**src/rtl/demux_pkg.sv**
```systemverilog
// Shared encodings for the registered 1:2 demultiplexer and its output slots.
package demux_pkg;

  localparam logic SEL_A = 1'b0;
  localparam logic SEL_B = 1'b1;

  typedef enum logic {
    SLOT_EMPTY = 1'b0,
    SLOT_FULL  = 1'b1
  } slot_state_e;

endpackage

```
**src/rtl/demux_out_slot.sv**
```systemverilog
// One-entry output register: load fills it, valid&&ready empties it; 1 cycle latency.
// Backpressure: while FULL and ready_i is low, data and valid hold; a load only arrives when it may.
module demux_out_slot
  import demux_pkg::*;
#(
  parameter int DATAWIDTH = 8
) (
  input  logic                 clk_i,
  input  logic                 rst_ni,
  input  logic                 load_i,
  input  logic [DATAWIDTH-1:0] data_in_i,
  input  logic                 ready_i,
  output logic [DATAWIDTH-1:0] data_o,
  output logic                 valid_o
);

  slot_state_e          state_q;
  logic [DATAWIDTH-1:0] data_q;

  always_ff @(posedge clk_i) begin
    if (!rst_ni) begin
      state_q <= SLOT_EMPTY;
      data_q  <= '0;
    end else if (load_i) begin
      // Covers both EMPTY fill and FULL drain-with-reload.
      state_q <= SLOT_FULL;
      data_q  <= data_in_i;
    end else if (state_q == SLOT_FULL && ready_i) begin
      state_q <= SLOT_EMPTY;
    end
  end

  assign data_o  = data_q;
  assign valid_o = (state_q == SLOT_FULL);

endmodule

```
**src/rtl/demux_1x2.sv**
```systemverilog
// Registered 1:2 demux, words appear on a/b one cycle after acceptance; a stalled output never blocks the other.
// Define DEMUX_RR_EN to ignore sel and alternate destinations a, b, a, ... from reset.
module demux_1x2
  import demux_pkg::*;
#(
  parameter int DATAWIDTH = 8
) (
  input  logic                 Clk,
  input  logic                 Rst,
  input  logic [DATAWIDTH-1:0] in_data,
  input  logic                 in_valid,
  output logic                 in_ready,
  input  logic                 sel,
  output logic [DATAWIDTH-1:0] a,
  output logic                 a_valid,
  input  logic                 a_ready,
  output logic [DATAWIDTH-1:0] b,
  output logic                 b_valid,
  input  logic                 b_ready
);

  logic dest;
  logic dest_valid;
  logic dest_ready;
  logic xfer;
  logic load_a;
  logic load_b;

`ifdef DEMUX_RR_EN
  logic rr_q;
  logic rr_d;
  logic unused_sel;

  assign unused_sel = sel;
  assign dest       = rr_q;
  // Pointer only advances on an accepted word, so a stalled dest is never skipped.
  assign rr_d       = xfer ? ~rr_q : rr_q;

  always_ff @(posedge Clk) begin
    if (!Rst) begin
      rr_q <= SEL_A;
    end else begin
      rr_q <= rr_d;
    end
  end
`else
  assign dest = sel;
`endif

  assign dest_valid = (dest == SEL_B) ? b_valid : a_valid;
  assign dest_ready = (dest == SEL_B) ? b_ready : a_ready;
  assign in_ready   = !dest_valid || dest_ready;
  assign xfer       = in_valid && in_ready;
  assign load_a     = xfer && (dest == SEL_A);
  assign load_b     = xfer && (dest == SEL_B);

  demux_out_slot #(
    .DATAWIDTH(DATAWIDTH)
  ) u_slot_a (
    .clk_i    (Clk),
    .rst_ni   (Rst),
    .load_i   (load_a),
    .data_in_i(in_data),
    .ready_i  (a_ready),
    .data_o   (a),
    .valid_o  (a_valid)
  );

  demux_out_slot #(
    .DATAWIDTH(DATAWIDTH)
  ) u_slot_b (
    .clk_i    (Clk),
    .rst_ni   (Rst),
    .load_i   (load_b),
    .data_in_i(in_data),
    .ready_i  (b_ready),
    .data_o   (b),
    .valid_o  (b_valid)
  );

endmodule

```
**config.mk**
```make
export PLATFORM = sky130hd
export DESIGN_NAME = demux_1x2
export DESIGN_NICKNAME = d
export VERILOG_FILES = /design/src/rtl/demux_pkg.sv /design/src/rtl/demux_out_slot.sv /design/src/rtl/demux_1x2.sv
export SDC_FILE = /design/constraint.sdc
export NUM_CORES = 1
export LEC_CHECK = 0
export CORE_ASPECT_RATIO = 1.5
export CORE_MARGIN = 8
export CORE_UTILIZATION = 35
export DETAILED_ROUTE_END_ITERATION = 10
export PLACE_DENSITY_LB_ADDON = 0.3
export SETUP_SLACK_MARGIN = 0.3
export SYNTH_ARGS = -nofsm -noshare
export SYNTH_HDL_FRONTEND = slang
export SYNTH_SLANG_ARGS = --single-unit
export TNS_END_PERCENT = 5
```
**constraint.sdc**
```tcl
create_clock -name Clk -period 1.1 [get_ports Clk]
set_clock_uncertainty 0.15 [all_clocks]
set_input_delay 0.22 -clock Clk [delete_from_list [all_inputs] [get_ports Clk]]
set_output_delay 0.22 -clock Clk [all_outputs]
set_load 0.01 [all_outputs]
```
* After elaboration in Yosys (flattened, before gate mapping)
Cells that the tools add are included.
** Word-level totals
- Register bits after elaboration :: 18
- Word-level logic and storage cells :: 20
** Operators by class
- Muxes and demuxes :: 6
- Bitwise gates (word level) :: 1
- Reduce and logical (&&, ||, !) cells :: 9
** Operator list (number)
- 1-bit two-way mux :: 6
- 1-bit logical AND :: 5
- 2-bit nonzero test :: 2
- 1-bit zero test :: 1
- 1-bit logical OR :: 1
- 1-bit inverter :: 1

* Depth between registers and ports, before layout
Gate-level depths: netlist of the first run.
- Depth after elaboration :: 6
- Gate-level depth with buffers :: 4
- Mapped depth without buffers :: 3

* Modules after synthesis
From an unflattened synthesis of the first run, not the netlist that was laid out.
** Unflattened totals
- Cells, all modules :: 63
- Area, all modules :: 715.7 um2
** By module, submodules not included
- demux_out_slot :: times used 2, cells each 28, area each 335.3 um2, seq. area each 180.2 um2
- demux_1x2 :: times used 1, cells each 7, area each 45.0 um2, seq. area each 0.0 um2

* Worst setup path before layout of the first run
OpenSTA, ideal clock, no wires.
- Path kind :: flip-flop to flip-flop
- Start :: register u_slot_a.state_q, in the netlist u_slot_a.valid_o
- End :: register u_slot_a.data_q[0], in the netlist u_slot_a.data_o[0]
- Data arrival time :: 0.941 ns
- Data required time :: 0.878 ns
- Setup slack :: -0.063 ns
- Cell stages (with the launch flop) :: 5
- Path buffers :: 1
- Period minus slack after synthesis :: 1.163 ns
- Cell sequence :: dfxtp_1 nor2b_4 nor3b_2 buf_6 mux2i_1
** On the way
- Cells in the longest elaborated chain, start to end :: 5
** RTL lines
- from (decl) :: RTL line demux_out_slot.sv:17 : slot_state_e state_q;
- from (signal assigned) :: RTL line demux_out_slot.sv:22 : state_q <= SLOT_EMPTY;
- from (signal assigned) :: RTL line demux_out_slot.sv:26 : state_q <= SLOT_FULL;
- from (signal assigned) :: RTL line demux_out_slot.sv:29 : state_q <= SLOT_EMPTY;
- 1-bit two-way mux :: RTL line demux_1x2.sv:50 : assign dest_valid = (dest == SEL_B) ? b_valid : a_valid;
- 1-bit zero test :: RTL line demux_1x2.sv:52 : assign in_ready = !dest_valid || dest_ready;
- 1-bit logical OR :: RTL line demux_1x2.sv:52
- 1-bit logical AND :: RTL line demux_1x2.sv:53 : assign xfer = in_valid && in_ready;
- 1-bit logical AND :: RTL line demux_1x2.sv:54 : assign load_a = xfer && (dest == SEL_A);
- to (signal assigned) :: RTL line demux_out_slot.sv:27 : data_q <= data_in_i;
- to (decl) :: RTL line demux_out_slot.sv:18 : logic [DATAWIDTH-1:0] data_q;
No other way between the ends.
A chain may end at the register's enable or synchronous reset.

* Worst setup path in the final report of the first run
- Start :: register u_slot_b.state_q, in the netlist u_slot_b.valid_o
- End :: output in_ready
** On the way
- Cells in the longest elaborated chain, start to end :: 3
** RTL lines
- from (decl) :: RTL line demux_out_slot.sv:17
- from (signal assigned) :: RTL line demux_out_slot.sv:22
- from (signal assigned) :: RTL line demux_out_slot.sv:26
- from (signal assigned) :: RTL line demux_out_slot.sv:29
- 1-bit two-way mux :: RTL line demux_1x2.sv:50
- 1-bit zero test :: RTL line demux_1x2.sv:52
- 1-bit logical OR :: RTL line demux_1x2.sv:52
- to (decl) :: RTL line demux_1x2.sv:12 : output logic in_ready,
No other way between the ends.

==> key figures, run 1 <==
Floorplan
  – Core Region: about 2000 um2
  – Die W: around 53 um
  – # IOs: 33
  – Starting Density: 0.3631
  – Die ar.: about 3800 um2
  – Die H: roughly 72 um
  – Row cnt: 20

Finish
  – Synthesis-to-finish area growth: 65.58%
  – Fill cell count: about 190
  – Antenna diodes: 0
  – Post-Layout Cell Count: about 130
  – Share of post-route cells with drive strength above 1: 0.4865
  – Design area: roughly 1200 um2
  – Nets@finish: ~130

Placed design
  – Placed cell count: 129
  – Post-Place Cell Area: 1126 um2
  – GP Congestion: 0.6456
  – Post-DP HPWL: about 1300 um
  – Place WS: -812.8 ps
  – Port Buf Inserts: 32

STA
  – PnR worst setup slack: -298.3 ps
  – Tcrit/Tclk final: 1.271
  – Setup violations, final: 28
  – Highest Clock Rate: slightly above 700 MHz
  – Final Slew Violations: 0
  – Final min period: ~1400 ps
  – Transition time of the tightest slew-check pin: about 210 ps
  – Max-slew headroom: 0.8627
  – Final hold violations: 0
  – RSZ-0062 raised after global routing: true

Yosys
  – Top-area cell type share of the netlist area: 0.4957
  – Synth Area in Simple Gates: 0.2100
  – Post-Syn Area: around 730 um2
  – Avg Cell Area, Syn: between 10 and 15 um2
  – Post-Syn Nets: between 80 and 90
  – Synth Instances: 70
  – Post-synthesis xor/xnor area fraction: 0
  – Cell taking the most area after synthesis: dfxtp_1
  – Mux contribution to synthesized area: 0.2341
  – Synth unique cells: 12
  – Warnings from Yosys: 0
  – Largest family of logic cells by synthesized area: multiplexers
  – Compound-Gate Fraction of Synth Area: 0.02065
  – Synthesized flop and latch total: 18
  – Adder and majority cell fraction of the synthesized area: 0
  – Area contributors post-synth: dfxtp_1 50%, mux2i_1 23%, nand2_1 12%
  – Seq/Total Area, Yosys: 0.4957

Hold path
  – Hold endpoint: u_slot_a.data_o[5]
  – Worst hold start: u_slot_a.data_o[5]
  – Worst hold path type: reg -> reg
  – Worst hold stages: 2

Setup path
  – R2r setup slk: -230 ps
  – Arr. time, crit path: a little over 1000 ps
  – Reg2reg start: u_slot_a.valid_o
  – Worst endpoint required time: 730 ps
  – Critical Path Start Type: flop
  – Cells on worst reg2reg path: 5
  – Critical path class: reg -> out
  – CP max FO: 2
  – RR Endpoint: u_slot_a.data_o[7]
  – Setup crit end kind: output port

Global route
  – Largest net degree at the start of global routing: 27
  – Gr usage total: 0.09587
  – First-pass GRT wire length: ~2800 um
  – GRT overflow: 0
  – Vias in the first global route: between 600 and 700
  – Antenna violations before repair: 0

Clocking
  – Max clock buf depth: 2
  – Num CTS Buffers: 3
  – Setup bufs post-CTS: 0
  – Clk Latency, worst-skew pair: between 200 and 300 ps
  – CTS H-tree depth: 1
  – Clock Root Buffer: clkbuf_4
  – TritonCTS clock tree: done
  – Sink Count: 18
  – Clk slew on worst S/H paths: about 100 ps

Status
  – Status: complete, but fails checks
  – Failing checks: setup timing

Detailed routing
  – Routed Antenna Nets: 0
  – Vias: slightly below 600
  – DRC Markers: 0
  – DRT iter0 DRCs: 8
  – Wire per inst: around 12 um
  – Post-Route WL: roughly 1700 um
  – DR vias/cell: around 4.4
  – DRT Pass-1 Iters: 2

Flow run
  – MaxCap Viol Count: 0

Power and ir drop
  – Worst vdd ir: ~0.0007 V
  – Pwr dens: 1139 nW/um2
  – Leak Pwr: about 0.52 nW
-- synthesized netlist by cell type --
| cell | instances |
|---|---|
| buf_2 | 2 |
| buf_6 | 1 |
| nor3b_2 | 1 |
| o21a_1 | 2 |
| dfxtp_1 | 18 |
| nor2_8 | 1 |
| nor2b_4 | 1 |
| and2b_4 | 1 |
| mux2i_1 | 17 |
| nand2_1 | 24 |
| nand2_2 | 1 |
| buf_4 | 1 |
-- layout make-up --
class | instances | area, um2 | share of cell area
Clock buffer | 4 | 36.28 | 0.03015
Sequential cell | 18 | 382.9 | 0.3181
Timing Repair Buffer | 41 | 412.9 | 0.3430
Multi-Input combinational cell | 48 | 344.1 | 0.2859
Tap cell | 22 | 27.53 | 0.02287
-- where the power goes --
| group | internal, mW | switching (mW) | leakage [nW] |
|---|---|---|---|
| sequential | 0.693 | 0.0231 | 0.155 |
| clock | 0.201 | 0.188 | 0.0210 |
| combinational | 0.163 | 0.102 | 0.345 |
-- placed cells by master, fill, tap and decap left out, drive strengths merged --
| master | instances |
|---|---|
| and2b | 1 |
| nand2 | 25 |
| nor2b | 1 |
| clkdlybuf4s50 | 10 |
| nor2 | 1 |
| mux2i | 17 |
| dfxtp | 18 |
| buf | 27 |
| clkbuf | 4 |
| dlygate4sd2 | 4 |
| nor3b | 1 |
| o21a | 2 |
-- flip-flops by register name, summed over array words and instances, names as in the netlist --
signal            count
u_slot_b.data_o       8
u_slot_b.valid_o      1
u_slot_a.data_o       8
u_slot_a.valid_o      1
-- worst max-delay path by stage --
stage / startpoint / endpoint / slack, ps / cells after the start
after floorplan: u_slot_a.valid_o / u_slot_a.data_o[0] / -60 / 4
after global placement: b_ready / in_ready / -800 / 4
after detailed placement: b_ready / in_ready / -810 / 4
after CTS: u_slot_b.valid_o / in_ready / -310 / 3
after global routing: u_slot_b.valid_o / in_ready / -390 / 3
final: u_slot_b.valid_o / in_ready / -300 / 3
-- logic make-up (layout without fill, tap and decap cells) --
group,count (synthesis),in the layout
AO/OA/AOI/OAI,2,2
buffers and inverters,4,45
flip-flops,18,18
multiplexers,17,17
AND/OR/NAND/NOR,29,29
-- stage by stage --
step	power, mW	util	hold slack, ps	setup TNS [ps]
CTS	1.396	0.6013	319.5	-4185
global route	1.454	0.6013	333.0	-5732
finish	1.371	0.6013	316.2	-3476
floorplan	0.8285	-	234.5	-551.3
global placement	0.9799	0.5625	295.4	-12680
detailed placement	0.9844	0.5625	299.4	-12940
-- repair_timing --
| item | in CTS | in global routing |
|---|---|---|
| hold buffers | 0 | 0 |
| pin swaps | 1 | 0 |
| setup endpoints to repair | 37 | 37 |
| resized for setup | 109 | 4 |
-- layer usage --
metal / routed length (um) / vias up / GRT usage / share of wire
met5: 0 / - / 0 / 0
met4: 14 / 0 / 0.05070 / 0.0085
met3: 124 / 2 / 0.03520 / 0.075
met2: 873 / 16 / 0.1623 / 0.53
met1: 642 / 261 / 0.09639 / 0.39
li1: - / 307 / - / -
-- critical path, cell delays in order (launching register included) --
cell and delay, ps:
dfxtp_2 330, and2b_4 150, mux2i_1 120, buf_2 150
Power figures use the tool's default switching activity.
==> run 2: changes to the inputs <==
--- a/config.mk
+++ b/config.mk
@@ -13,5 +13,6 @@
 export SETUP_SLACK_MARGIN = 0.3
 export SYNTH_ARGS = -nofsm -noshare
 export SYNTH_HDL_FRONTEND = slang
+export SYNTH_HIERARCHICAL = 1
 export SYNTH_SLANG_ARGS = --single-unit
-export TNS_END_PERCENT = 5
+export TNS_END_PERCENT = 30
==> run 2 against run 1 <==
Effect of this change:
- the flow still finishes with violations (setup timing)
- synthesized cell count fell by 10%
- global-route usage rose by 0.22 points
- power rose by 1.5%
- highest routed layer unchanged
==> key figures, run 2 <==
Global route
  – Largest net degree at the start of global routing: 19 (-30%)
  – Gr usage total: 0.09811 (+0.002242)
  – Antenna violations before repair: 0 (unchanged)
  – GRT overflow: 0 (unchanged)
  – Vias in the first global route: 637 (+0.31%)
  – First-pass GRT wire length: 2898 um (+3.2%)

Detailed routing
  – Post-Route WL: 1836 um (+11%)
  – Routed wl met2: 998 um (+14%)
  – Met1 wire length: 704 um (+9.7%)
  – DR vias/cell: 4.563 (+3.6%)
  – Uppermost layer routed: met4
  – DRC Markers: 0 (unchanged)
  – Wire per inst: 14.34 um (+15%)
  – DRT iter0 DRCs: 14 (+6)
  – Met3 wire length: 125 um (+0.81%)
  – Vias: 584 (-0.34%)
  – DRT Pass-1 Iters: 3 (+1)
  – Routed Antenna Nets: 0 (unchanged)

STA
  – Max-slew headroom: 0.8778 (+0.01512)
  – Setup violations, final: 34 (+21%)
  – PnR worst setup slack: -359.0 ps (-60.70 ps)
  – Final min period: 1459 ps (+60.70 ps)
  – Tcrit/Tclk final: 1.326 (+0.05518)
  – Highest Clock Rate: 685.4 MHz (-4.2%)
  – Transition time of the tightest slew-check pin: 182.5 ps (-23.48 ps)
  – RSZ-0062 raised after global routing: true
  – Final hold violations: 0 (unchanged)
  – Final Slew Violations: 0 (unchanged)

Placed design
  – Placed cell count: 122 (-5.4%)
  – Place WS: -777.1 ps (+35.74 ps)
  – Port Buf Inserts: 32 (unchanged)
  – Post-DP HPWL: 1346 um (+3.0%)
  – GP Congestion: 0.7377 (+14%)

Yosys
  – Cell taking the most area after synthesis: dfxtp_1
  – Synthesized flop and latch total: 18 (unchanged)
  – Synth Instances: 63 (-10%)
  – Ys flop type: dfxtp_1
  – Most common cell in the netlist: nor2b_1
  – Seq/Total Area, Yosys: 0.5035 (+0.007799)
  – Post-Syn Nets: 77 (-8.3%)
  – Post-Syn Area: 715.7 um2 (-1.5%)
  – Warnings from Yosys: 6 (+6)
  – Avg Cell Area, Syn: 11.36 um2 (+9.4%)
  – Top post-synthesis cells by count: 19 x nor2b_1, 18 x dfxtp_1, 16 x mux2i_1, 2 x buf_6, 2 x o21a_1
  – Synth unique cells: 11 (-1)
  – EDFF count, synth: 0 (unchanged)
  – Post-synth ARST share: 0 (unchanged)
  – Top-area cell type share of the netlist area: 0.5035 (+0.007799)
  – Area contributors post-synth: dfxtp_1 50%, mux2i_1 22%, nor2b_1 17%

Floorplan
  – Row cnt: 20 (unchanged)
  – # IOs: 33 (unchanged)
  – Die H: 71.38 um (-0.61%)
  – Starting Density: 0.3620 (-0.001100)
  – Core Region: 1977 um2 (-1.2%)
  – Die ar.: 3777 um2 (-1.1%)
  – Die W: 52.92 um (-0.55%)

Hold path
  – Worst hold path type: in -> reg

Clocking
  – Max clock buf depth: 2 (unchanged)
  – CTS H-tree depth: 1 (unchanged)
  – Sink Count: 18 (unchanged)
  – TritonCTS clock tree: done
  – Clk slew on worst S/H paths: 100 ps (about the same)
  – Clock Root Buffer: clkbuf_4
  – Num CTS Buffers: 3 (unchanged)
  – Clk Latency, worst-skew pair: 290 ps (about the same)

Setup path
  – CP max FO: 6 (+4)
  – Critical path class: reg -> reg
  – Worst endpoint required time: 1150 ps (+420 ps)
  – Setup crit end kind: flop
  – Critical Path Start Type: flop
  – Arr. time, crit path: 1500 ps (+470 ps)

Status
  – Status: complete, but fails checks
  – Failing checks: setup timing

Power and ir drop
  – Flop pwr share: 0.514 (-0.008)
  – Internal power: 1.066 mW (+0.78%)
  – Sw Ratio: 0.2343 (+0.005535)
  – Worst vdd ir: 0.0006852 V (about the same)
  – Comb pwr share: 0.197 (+0.003)
  – Leak Pwr: 0.4987 nW (-4.3%)
  – Net load switching power: 0.3261 mW (+4.0%)
  – Clock power share: 0.288 (+0.004)
  – Pwr dens: 1149 nW/um2 (+0.88%)

Finish
  – Synthesis-to-finish area growth: 69.23%
  – Most common cell after layout, fill and taps aside: buf_6
  – Post-Layout Cell Count: 128 (-3.8%)
  – Nets@finish: 121 (-4.0%)
  – Antenna diodes: 0 (unchanged)
  – Share of post-route cells with drive strength above 1: 0.5283 (+0.04182)
  – Most frequent cells in the layout: 21 x buf_6, 18 x nor2b_1, 18 x dfxtp_2

Flow run
  – MaxCap Viol Count: 0 (unchanged)
run 2: critical path, cell delays in order (launching register included):
cell     delay, ps
dfxtp_2        340
buf_6          110
nor2b_4        110
nor3b_2        190
buf_4          200
mux2i_1        200
nor2b_1         60
run 2: per-stage QoR:
stage / utilization / TNS (ps) / power [mW] / hold WS [ps] / cell area [um2]
6_report: 0.6127 / -4460 / 1.392 / 249.3 / 1211
5_1_grt: 0.6127 / -6042 / 1.457 / 252.4 / 1211
3_3_place_gp: 0.5576 / -13750 / 0.9749 / 348.5 / 1102
3_5_place_dp: 0.5576 / -14420 / 0.9800 / 355.6 / 1102
4_1_cts: 0.6044 / -4741 / 1.401 / 242.1 / 1195
2_1_floorplan: - / -1786 / 0.8236 / 187.5 / 724.4
run 2: area by class of cell:
cell class	instances	area [um2]
multi-input combinational	42	349.1
clock buffer	4	36.28
inverter	1	3.754
timing repair buffer	41	411.6
fill	183	765.7
sequential	18	382.9
tap	22	27.53
run 2: kinds of logic (layout without fill, tap and decap cells):
group           Yosys count  after routing  share of synthesized area
simple gates             22             22                     0.1993
flops                    18             18                     0.5035
mux                      16             16                     0.2238
compound gates            4              4                    0.03671
buf+inv                   3             46                    0.03671
run 2: power by group through the flow:
stage	clock network [mW]	registers (mW)	logic (mW)
after floorplan	0	0.732	0.0914
after global placement	0	0.716	0.258
after global routing	0.444	0.720	0.293
after detailed placement	0	0.717	0.263
final	0.401	0.716	0.275
after CTS	0.416	0.715	0.271
run 2: path summary, 6_finish.rpt:
| kind | from | to | slack (ps) | cells past startpoint |
|---|---|---|---|---|
| worst max-delay path | u_slot_a/valid_o | u_slot_a/data_o[6] | -360 | 6 |
| worst min-delay path | b_ready | u_slot_b/valid_o | 250 | 3 |
| worst max register to register | u_slot_a/valid_o | u_slot_a/data_o[6] | -360 | 6 |
| worst min register to register | u_slot_b/data_o[3] | u_slot_b/data_o[3] | 380 | 2 |
run 2: routing by layer:
| layer | vias up | global-route usage |
|---|---|---|
| met1 | 269 | 0.09124 |
| met5 | - | 0 |
| li1 | 296 | - |
| met4 | 0 | 0.05202 |
| met3 | 2 | 0.03520 |
| met2 | 17 | 0.1741 |
run 2: repair_timing:
| action | in CTS | in global routing |
|---|---|---|
| buffers inserted | 1 | 1 |
| pin swaps | 3 | 0 |
| resized for setup | 117 | 5 |
| hold buffers | 0 | 0 |
| setup endpoints to repair | 37 | 37 |
==> patch 1: new RTL, settings of run 2 <==
`DATAWIDTH` is set to 8 in 2 places; all go to 10.
--- a/src/rtl/demux_out_slot.sv
+++ b/src/rtl/demux_out_slot.sv
@@ -3,7 +3,7 @@
 module demux_out_slot
   import demux_pkg::*;
 #(
-  parameter int DATAWIDTH = 8
+  parameter int DATAWIDTH = 10
 ) (
   input  logic                 clk_i,
   input  logic                 rst_ni,
--- a/src/rtl/demux_1x2.sv
+++ b/src/rtl/demux_1x2.sv
@@ -3,7 +3,7 @@
 module demux_1x2
   import demux_pkg::*;
 #(
-  parameter int DATAWIDTH = 8
+  parameter int DATAWIDTH = 10
 ) (
   input  logic                 Clk,
   input  logic                 Rst,
Ports: changed (resized a, b and in_data); port bits go from 33 to 39. The function was not compared with the original's and may differ.
==> patch 1 against run 2 <==
The flow still finishes with violations (negative setup slack); die area rose by 16%; hold slack improved by 0.10 ns; area after synthesis increased by 21%; worst setup slack improved by 0.0041 ns; power up 17%; synthesized cell count grew 22%; first-iteration DRC count is 43% lower; routed wire length increased by 19%; combinational power rose by 18%; sequential power up 22%; sequential cell count grew 4; final area up 18%; fmax is 0.28% higher; largest power group unchanged.
==> patch 1: results (changes against run 2) <==
| Metric | Value |
|---|---|
| Status | `finished, violations left (unchanged)` |
| Failing checks | `negative setup slack (unchanged)` |
| Fraction of layout cells with a size suffix above 1 | `49.2% (was 52.8%)` |
| ANT cells | `0 (unchanged)` |
| Port bufs | `38 (was 32)` |
| First drt pass iteration count | `2 (was 3)` |
| Initial drt markers | `8 (was 14)` |
| Critical Path AT | `1.08 ns (was 1.50 ns)` |
| Largest cells by area after synthesis | `dfxtp_1, mux2i_1, nor2b_1 (unchanged)` |
| Overall global routing resource usage | `9.90% (was 9.81%)` |
| H-Tree Depth | `1 (unchanged)` |
| Post-placement worst setup slack | `-0.833 ns (was -0.777 ns)` |
| Int Pwr | `0.00125 W (was 0.00107 W)` |
| FFs w/ async S/R, synth | `0% (unchanged)` |
| Reg clk slew, reported paths | `between 0.1 and 0.15 ns` |
| First-pass GRT wire length | `3520 microns (was 2900 microns)` |
| Worst VDD drop | `0.838 mV (was 0.685 mV)` |
| Yosys warns | `6 (unchanged)` |
| Leakage | `0.578 nW (was 0.499 nW)` |
| Largest net degree at the start of global routing | `23 (was 19)` |
| CP Max Fanout | `4 (was 6)` |
| Fin Setup TNS | `-6.05 ns (was -4.46 ns)` |
| Wire length per cell | `15.0 microns (was 14.3 microns)` |
| Seq/Total Area, Yosys | `50.7% (was 50.3%)` |
| Vias in the first global route | `720 (was 637)` |
| Slew Limit Headroom | `86.3% (was 87.8%)` |
| CTS Buf Count | `3 (unchanged)` |
| Clock Tree Buf Depth | `2 (unchanged)` |
| Synth Net Count | `93 (was 77)` |
| Clk_lat worst skew | `0.29 ns (about the same)` |
| Post-synth EDFFs | `0 (unchanged)` |
| Initial antenna violation count | `0 (unchanged)` |
| Final net count | `139 (was 121)` |
| Global placement routability congestion | `0.693 (was 0.738)` |
| Setup Viol. Count Final | `45 (was 34)` |
| Final HPWL DP | `1680 microns (was 1350 microns)` |
| Synth cell types | `12 (was 11)` |
| Hold Path Class | `input pin to register (unchanged)` |
| Worst setup margin | `-0.355 ns (was -0.359 ns)` |
| Root Buffer | `clkbuf_4 (unchanged)` |
| Commonest cells post-synth | `nor2b_1, dfxtp_1, mux2i_1 (unchanged)` |
| Top_reg_cell synth | `dfxtp_1 (unchanged)` |
| Vias per cell | `4.73 (was 4.56)` |
==> patch 1: cell types whose count changed in the layout (fill, tap and decap cells not counted), sizes merged <==
cell           delta
dlygate4sd2       -1
nor2b             +4
mux2i             +4
buf               +1
dfxtp             +4
clkdlybuf4s50     +4
==> patch 1: final timing paths <==
| kind | from | to | slack (ns) | cells after the start |
|---|---|---|---|---|
| max reg2reg | u_slot_a/valid_o$_SDFFE_PN0P_ | u_slot_a/data_o[3]$_SDFFE_PN0P_ | -0.29 | 5 |
| min reg2reg | u_slot_b/data_o[6]$_SDFFE_PN0P_ | u_slot_b/data_o[6]$_SDFFE_PN0P_ | 0.38 | 2 |
| min | a_ready | u_slot_a/valid_o$_SDFFE_PN0P_ | 0.35 | 4 |
| max | u_slot_a/valid_o$_SDFFE_PN0P_ | in_ready | -0.35 | 3 |
==> patch 1: metrics by stage <==
stage / power [W] / cell area, sq um / cells
final: 0.00163 / 1430 / 146
after global routing: 0.00171 / 1430 / 146
after global placement: 0.00119 / 1320 / 142
after detailed placement: 0.00119 / 1320 / 142
after floorplan: 0.00101 / 877 / 77
after CTS: 0.00164 / 1410 / 146
==> patch 1: power by group through the flow <==
stage	logic, W	registers, W	clock network [W]
after floorplan	0.000114	0.000894	0
after global placement	0.000311	0.000875	0
after detailed placement	0.000317	0.000877	0
after CTS	0.000322	0.000874	0.000446
after global routing	0.000347	0.000879	0.000484
final	0.000324	0.000872	0.000429
==> patch 1: cell families (layout without fill, tap and decap cells) <==
family          after synthesis  after routing  share of synthesized area, %
buf+inv                       5             50                          3.89
mux                          20             20                          23.1
compound gates                4              4                          3.03
simple gates                 26             26                          19.3
flops                        22             22                          50.7
==> patch 1: what timing repair did <==
item | CTS | global route
gates cloned | 0 | 0
resized for setup | 135 | 6
endpoints found under the setup margin | 45 | 45
buffers inserted | 0 | 0
pin swaps | 2 | 1
==> patch 1: worst max-delay path, cell delays in order (launching register included) <==
cell and delay [ns]:
dfxtp_2 0.34, nor3b_1 0.13, a31oi_1 0.16, buf_2 0.16
==> patch 1: layout make-up <==
| cell class | count | area, sq um |
|---|---|---|
| sequential | 22 | 470 |
| tap | 24 | 30.0 |
| clock buffer | 4 | 36.3 |
| multi-input combinational | 50 | 409 |
| inverter | 1 | 3.75 |
| fill | 223 | 967 |
| timing repair buffer | 45 | 478 |
==> patch 1: routing by layer <==
| layer | global-route usage [%] | routed length [microns] | vias up |
|---|---|---|---|
| li1 | - | - | 348 |
| met1 | 10.7 | 862 | 323 |
| met2 | 17.4 | 1200 | 17 |
| met3 | 2.80 | 108 | 2 |
| met4 | 3.62 | 15 | 0 |
| met5 | 0 | 0 | - |
==> patch 2: new RTL, settings of run 2 <==
Made on the original files. Add a define of `DEMUX_RR_EN`.
--- a/src/rtl/demux_1x2.sv
+++ b/src/rtl/demux_1x2.sv
@@ -1,5 +1,7 @@
 // Registered 1:2 demux, words appear on a/b one cycle after acceptance; a stalled output never blocks the other.
 // Define DEMUX_RR_EN to ignore sel and alternate destinations a, b, a, ... from reset.
+`define DEMUX_RR_EN
+
 module demux_1x2
   import demux_pkg::*;
 #(
Behaviour: not the same (Yosys sat finds a counterexample within 4 cycles, from zero or initial values and one cycle with Rst low).
==> patch 2 against run 2 <==
Power increased by 5.4%; sequential cell count increased by 1; worst setup slack improved by 0.063 ns; final area increased by 8.1%; routed wire length increased by 5.3%; core utilization increased by 3.3 points; the run still ends with negative setup slack left; critical path type is now register to output pin; critical path depth decreased by 2; area after synthesis increased by 4.5%.
==> patch 2: results (changes against run 2) <==
| Metric | Value |
|---|---|
| Worst setup margin | `-0.296 ns (was -0.359 ns)` |
| WHS Endpoint | `u_slot_a/valid_o$_SDFFE_PN0P_ (was u_slot_b/valid_o$_SDFFE_PN0P_)` |
| CP Max Fanout | `2 (was 6)` |
| Vias in the first global route | `636 (was 637)` |
| Port bufs | `31 (was 32)` |
| Met3 usage | `2.86% (was 3.52%)` |
| Hold path start | `a_ready (was b_ready)` |
| Measured slew at the worst slew-check pin | `0.193 ns (was 0.182 ns)` |
| Final HPWL DP | `1370 microns (was 1350 microns)` |
| Synth Net Count | `81 (was 77)` |
| Yosys top cell area share | `50.8% (was 50.3%)` |
| Fin Setup TNS | `-4.49 ns (was -4.46 ns)` |
| Overall global routing resource usage | `9.28% (was 9.81%)` |
| Seq/Total Area, Yosys | `50.8% (was 50.3%)` |
| Largest net degree at the start of global routing | `13 (was 19)` |
| Commonest cells post-synth | `dfxtp_1, nor2b_1, mux2i_1 (was nor2b_1, dfxtp_1, mux2i_1)` |
| Post-placement worst setup slack | `-0.884 ns (was -0.777 ns)` |
| Synth cell types | `13 (was 11)` |
| Final Non-Filler Cells | `135 (was 128)` |
| R2r setup slk | `-0.26 ns (was -0.36 ns)` |
| Setup Viol. Count Final | `38 (was 34)` |
| WL final | `1930 microns (was 1840 microns)` |
| Syn_area_per_cell | `11.2 sq um (was 11.4 sq um)` |
| Critical Path AT | `1.03 ns (was 1.50 ns)` |
| Fraction of the mapped netlist area in compound gates | `4.68% (was 3.67%)` |
| Status | `finished, violations left (unchanged)` |
| First-pass GRT wire length | `2850 microns (was 2900 microns)` |
| Largest cells by area after synthesis | `dfxtp_1, mux2i_1, nor2b_1 (unchanged)` |
| Failing checks | `negative setup slack (unchanged)` |
| M1 GR Usage | `9.96% (was 9.12%)` |
| Routing usage on met2 | `16.8% (was 17.4%)` |
| Worst r2r path cells | `7 (was 6)` |
| Leakage | `0.544 nW (was 0.499 nW)` |
| First drt pass iteration count | `1 (was 3)` |
[patch 2: critical path, delay by kind of cell, from the launching register on]
kind | cells | cell delay [ns]
AOI/OAI and AO/OA | 1 | 0.13
buffers and inverters | 1 | 0.15
DFF | 1 | 0.35
and+or+nand+nor | 2 | 0.10
[patch 2: layout make-up]
| class | instances | area (sq um) |
|---|---|---|
| Tap cell | 22 | 27.5 |
| Sequential cell | 19 | 407 |
| Inverter | 1 | 3.75 |
| Clock inverter | 1 | 5.00 |
| Clock buffer | 3 | 22.5 |
| Fill cell | 175 | 718 |
| Multi-Input combinational cell | 45 | 377 |
| Timing Repair Buffer | 44 | 467 |
[patch 2: cell families after synthesis]
kind of cell           count (synthesis)
and+or+nand+nor                       24
DFF                                   19
muxes                                 16
AOI/OAI and AO/OA                      5
buffers and inverters                  3
[patch 2: power by group]
part	internal, W	total [W]	switching, W
Sequential	0.000736	0.000769	0.0000321
Combinational	0.000224	0.000356	0.000133
Clock	0.000135	0.000342	0.000207
Total	0.00109	0.00147	0.000372
[patch 2: worst max path at each step]
stage | end | depth (start not counted) | startpoint | slack (ns)
6_report | in_ready | 4 | u_slot_a/valid_o$_SDFFE_PN0P_ | -0.30
5_1_grt | in_ready | 4 | u_slot_a/valid_o$_SDFFE_PN0P_ | -0.40
3_3_place_gp | in_ready | 5 | a_ready | -0.82
2_1_floorplan | u_slot_a/data_o[0]$_SDFFE_PN0P_ | 6 | u_slot_a/valid_o$_SDFFE_PN0P_ | -0.13
3_5_place_dp | in_ready | 5 | a_ready | -0.88
4_1_cts | in_ready | 4 | u_slot_a/valid_o$_SDFFE_PN0P_ | -0.32
[patch 2: timing repair]
item | in CTS | in global routing
resized for setup | 123 | 6
endpoints found under the setup margin | 38 | 38
buffers inserted | 1 | 2
pin swaps | 3 | 1
cloned | 0 | 1
